**src/rtl/regfile_pkg.sv**
```systemverilog
// Shared definitions for the MIPS register file: address width, register count and the zero register.
package regfile_pkg;

    localparam int REG_ADDR_WIDTH = 5;
    localparam int NUM_REGS       = 32;

    typedef logic [REG_ADDR_WIDTH-1:0] reg_addr_t;

    localparam reg_addr_t ZERO_REG = 5'd0;

endpackage

```
**src/rtl/regfile_read_port.sv**
```systemverilog
// One combinational read port: address decode, register-0 forcing and, when REGFILE_BYPASS_EN is
// defined, write-through forwarding of the in-flight write data.
module regfile_read_port
    import regfile_pkg::*;
#(
    parameter int DATA_WIDTH = 32
) (
    input  logic [DATA_WIDTH-1:0] regs [NUM_REGS],
    input  reg_addr_t             addr,
`ifdef REGFILE_BYPASS_EN
    input  logic                  we,
    input  reg_addr_t             rd,
    input  logic [DATA_WIDTH-1:0] data_in,
`endif
    output logic [DATA_WIDTH-1:0] data
);

    always_comb begin
        data = regs[addr];
`ifdef REGFILE_BYPASS_EN
        if (we && rd != ZERO_REG && rd == addr) begin
            data = data_in;
        end
`endif
        // Register 0 reads zero regardless of what the array holds.
        if (addr == ZERO_REG) begin
            data = '0;
        end
    end

endmodule

```
**src/rtl/register_file.sv**
```systemverilog
// MIPS general-purpose register file: 32 registers, two combinational read ports, one clocked write
// port, register 0 hardwired to zero. Optional write-through forwarding under REGFILE_BYPASS_EN.
module register_file
    import regfile_pkg::*;
#(
    parameter int DATA_WIDTH = 32
) (
    input  logic                  clk,
    input  logic                  rst,
    input  logic                  we,
    input  reg_addr_t             rd,
    input  logic [DATA_WIDTH-1:0] dataIn,
    input  reg_addr_t             rs,
    input  reg_addr_t             rt,
    output logic [DATA_WIDTH-1:0] A,
    output logic [DATA_WIDTH-1:0] B
);

    logic [DATA_WIDTH-1:0] regs [NUM_REGS];

    // No handshake: a write with we=1 and rd!=0 is accepted on every rising edge while rst=1.
    always_ff @(posedge clk or negedge rst) begin
        if (!rst) begin
            for (int i = 0; i < NUM_REGS; i++) begin
                regs[i] <= '0;
            end
        end else if (we && rd != ZERO_REG) begin
            regs[rd] <= dataIn;
        end
    end

    regfile_read_port #(.DATA_WIDTH(DATA_WIDTH)) u_port_a (
        .regs    (regs),
        .addr    (rs),
`ifdef REGFILE_BYPASS_EN
        .we      (we),
        .rd      (rd),
        .data_in (dataIn),
`endif
        .data    (A)
    );

    regfile_read_port #(.DATA_WIDTH(DATA_WIDTH)) u_port_b (
        .regs    (regs),
        .addr    (rt),
`ifdef REGFILE_BYPASS_EN
        .we      (we),
        .rd      (rd),
        .data_in (dataIn),
`endif
        .data    (B)
    );

endmodule

```
**config.mk**
```make
export PLATFORM = sky130hd
export DESIGN_NAME = register_file
export DESIGN_NICKNAME = d
export VERILOG_FILES = /design/src/rtl/regfile_pkg.sv /design/src/rtl/regfile_read_port.sv /design/src/rtl/register_file.sv
export SDC_FILE = /design/constraint.sdc
export NUM_CORES = 2
export LEC_CHECK = 0
export BUFFER_PORTS_ARGS = -buffer_cell sky130_fd_sc_hd__buf_2
export CAP_MARGIN = 20
export CORE_ASPECT_RATIO = 1.25
export CORE_UTILIZATION = 30
export CTS_CLUSTER_SIZE = 14
export DETAILED_ROUTE_END_ITERATION = 10
export HOLD_SLACK_MARGIN = 0.03
export PLACE_DENSITY = 0.44
export SYNTH_ARGS = -nofsm -noshare
export SYNTH_HDL_FRONTEND = slang
export SYNTH_HIERARCHICAL = 1
export SYNTH_SLANG_ARGS = --single-unit
```
**constraint.sdc**
```tcl
create_clock -name clk -period 2.5 [get_ports clk]
set_input_delay 0.5 -clock clk [delete_from_list [all_inputs] [get_ports clk]]
set_output_delay 0.5 -clock clk [all_outputs]
set_load 0.02 [all_outputs]
```
==> flow_summary.toml <==
[run_status]
status = "finished, violations left"
violations = "setup timing"

[logic_synthesis]
synth_top_area_share_pct = 46.8
ys_warn_count = 6
syn_area_per_cell_um2 = 15.2
ys_ff_latch = 1024
yosysUniqueCellTypes = 38
synth.area.top_cells = "dfrtp_1 (47%), mux2_2 (21%), mux4_2 (18%)"
synth_nets = 3665
yosys.area.top_type = "dfrtp_1"
synth-seq-area-share_pct = 46.8
synth_area_um2 = 54800
syn_inst = 3615

[setup_path]
worstPathRequired_ns = 2.00
critPathLaunchType = "register"
crit_cells = 6
crit_slowest_cell = "mux4_2"
crit_arrival_ns = 2.52
critical_path.cell_chain = "mux4_2 > mux2_4 > o21ai_2 > a311oi_2 > buf_4 > buf_6"
crit_fanout = 3
endpoint_kind = "output port"
r2r_cells = 2
worst-setup-path-type = "reg -> out"
cp.buffers_inverters = 2
crit_family = "multiplexers"
slowest_delay_ns = 0.46

[placed_design]
hpwlAfterDp_um = 136000
port_buffers = 113
gp_congestion = 0.800

[sta]
finalHoldViolations = 0
min_period_over_period_pct = 121
setup_violations = 64
rsz0062_at_grt = "yes"
slew_headroom_pct = 50.1
tightest_slew_ns = 0.748
timing.fmax_ghz = 0.331
final_max_slew_viol_count = 0
clock_skew_ns = 0
tns_ns = -23.16
min_period_ns = 3.02
fin_ws_ns = -0.519

[clock_tree]
path_clk_slew_ns = 0.06
cts_sinks = 1024
cts_buffers = 114
clk-insertion-delay-late_ns = 0.76
clockBufferDepth = 3
htreeDepth = 3
cts-root-buf = "clkbuf_16"
cts_tree = "built"

[route]
vias = 35800
routed_wl_um = 211000
drt_iter0_drc = 2184
ant_nets = 0
drc = 0
dr.pass1.iters = 5
avgViaCountPerCell = 5.56
wire_per_inst_um = 32.8

[floorplan]
fp.dieH_um = 480
start_util_pct = 30.2
rows = 175
num_io_pins = 114
core_area_um2 = 182000
die_w_um = 384
die-area_um2 = 184000

[min_path]
hold_class = "in -> async"

[layout]
n_fill_cell = 17100
regMostFlops = "regs"
largestRegisters = "regs: 1024 flops"
drive_above_1_share_pct = 65.8
largest_reg_flops = 1024
fin_nets = 4009
area_delta_synth_final_pct = 26.5

[job]
drv_cap = 0

[grt]
grt_max_degree = 102
overflow = 0
antenna_found_initial = 13
track_usage_pct = 22.9
grt_pass1_vias = 37900
grt_pass1_wl_um = 300000

[power]
p_per_area_nw_per_um2 = 749
ir_worst_vdd_v = 0.000628
p_total_mw = 51.9
leakage_nw = 29.5
-- layout by cell type (no fill, tap or decap), drive strengths merged --
cell | Yosys | layout
mux2 | 1056 | 1056
dfrtp | 1024 | 1024
buf | 242 | 652
mux4 | 448 | 448
clkbuf | 188 | 181
mux2i | 128 | 128
o21ai | 112 | 112
nor2b | 70 | 70
a211oi | 64 | 64
a311oi | 64 | 64
a22oi | 64 | 64
a221oi | 48 | 48
nand2 | 44 | 44
clkinv | 0 | 22
nor2 | 19 | 19
o2111ai | 16 | 16
bufinv | 0 | 12
nand3 | 4 | 4
nand2b | 4 | 4
inv | 2 | 4
diode | 0 | 3
and4bb | 3 | 3
nand4b | 3 | 3
or3 | 3 | 3
or2 | 2 | 2
or4 | 2 | 2
and2 | 2 | 2
nor4b | 1 | 1
nand4 | 1 | 1
nor3 | 1 | 1
dlygate4sd3 | 0 | 1
-- per-layer routing --
layer  vias to the layer above  GRT usage [%]  share of wire (%)
met5                         -              0              0.056
met2                       890           37.4                 48
li1                      14800              -                  -
met1                     19900           30.8                 44
met4                        18           7.18                3.0
met3                       276           3.81                4.6
-- area by class of cell --
cell class | count | area (um^2) | share of cell area, %
diodes | 3 | 7.51 | 0.0108
clock buffers | 176 | 3420 | 4.93
clock inverters | 36 | 526 | 0.758
inverters | 2 | 12.5 | 0.0180
multi-input cells | 2159 | 29300 | 42.2
flip-flops and latches | 1024 | 25600 | 36.9
well taps | 2389 | 2990 | 4.31
repair buffers | 658 | 7490 | 10.8
-- worst paths after layout --
path                            startpoint          to  slack, ns
worst min-delay path                   rst   regs[803]       0.26
worst max-delay path             regs[713]        A[9]      -0.52
worst min register to register  regs[1021]  regs[1021]       0.39
max in group asynchronous              rst   regs[116]       1.29
min in group clk                dataIn[25]   regs[953]       0.38
worst max register to register   regs[245]   regs[245]       1.57
-- power breakdown --
part / switching [mW] / internal [mW] / total [mW] / leakage [nW]
clock network: 7.37 / 10.6 / 18.0 / 1.95
registers: 2.25 / 19.7 / 22.0 / 13.1
logic: 4.91 / 7.07 / 12.0 / 14.4
total: 14.5 / 37.4 / 51.9 / 29.5
-- synthesized netlist by cell type (all sizes together) --
cell,count
a211oi,64
a221oi,48
a22oi,64
a311oi,64
and2,2
and4bb,3
buf,242
clkbuf,188
dfrtp,1024
inv,2
mux2,1056
mux2i,128
mux4,448
nand2,44
nand2b,4
nand3,4
nand4,1
nand4b,3
nor2,19
nor2b,70
nor3,1
nor4b,1
o2111ai,16
o21ai,112
or2,2
or3,3
or4,2
-- kinds of logic (layout without fill, tap and decap cells) --
logic type / Yosys count / in the layout / share of synthesized area [%]
other cells: 0 / 3 / 0
compound gates: 368 / 368 / 4.88
mux: 1632 / 1632 / 42.4
flops: 1024 / 1024 / 46.8
buf+inv: 432 / 872 / 4.31
simple gates: 159 / 159 / 1.62
-- through the flow --
stage	hold slack (ns)	util, %	instances	setup slack (ns)	instance area, um^2
2_1_floorplan	0.204	-	3615	0.106	55200
3_3_place_gp	0.376	34.5	6199	-0.626	62800
3_5_place_dp	0.382	34.5	6199	-0.619	62800
4_1_cts	0.216	37.6	6419	-0.578	68400
5_1_grt	0.264	38.2	6445	-0.579	69400
6_report	0.264	38.2	6447	-0.519	69400
-- what timing repair did --
item | CTS | global route
setup endpoints to repair | 64 | 64
hold buffers | 1 | 0
pin swaps | 93 | 60
gates cloned | 1 | 5
endpoints found under the hold margin | 104 | 0
buffers inserted | 12 | 23
gates resized for setup | 327 | 132
No activity file was read; power rests on OpenSTA's default activity.
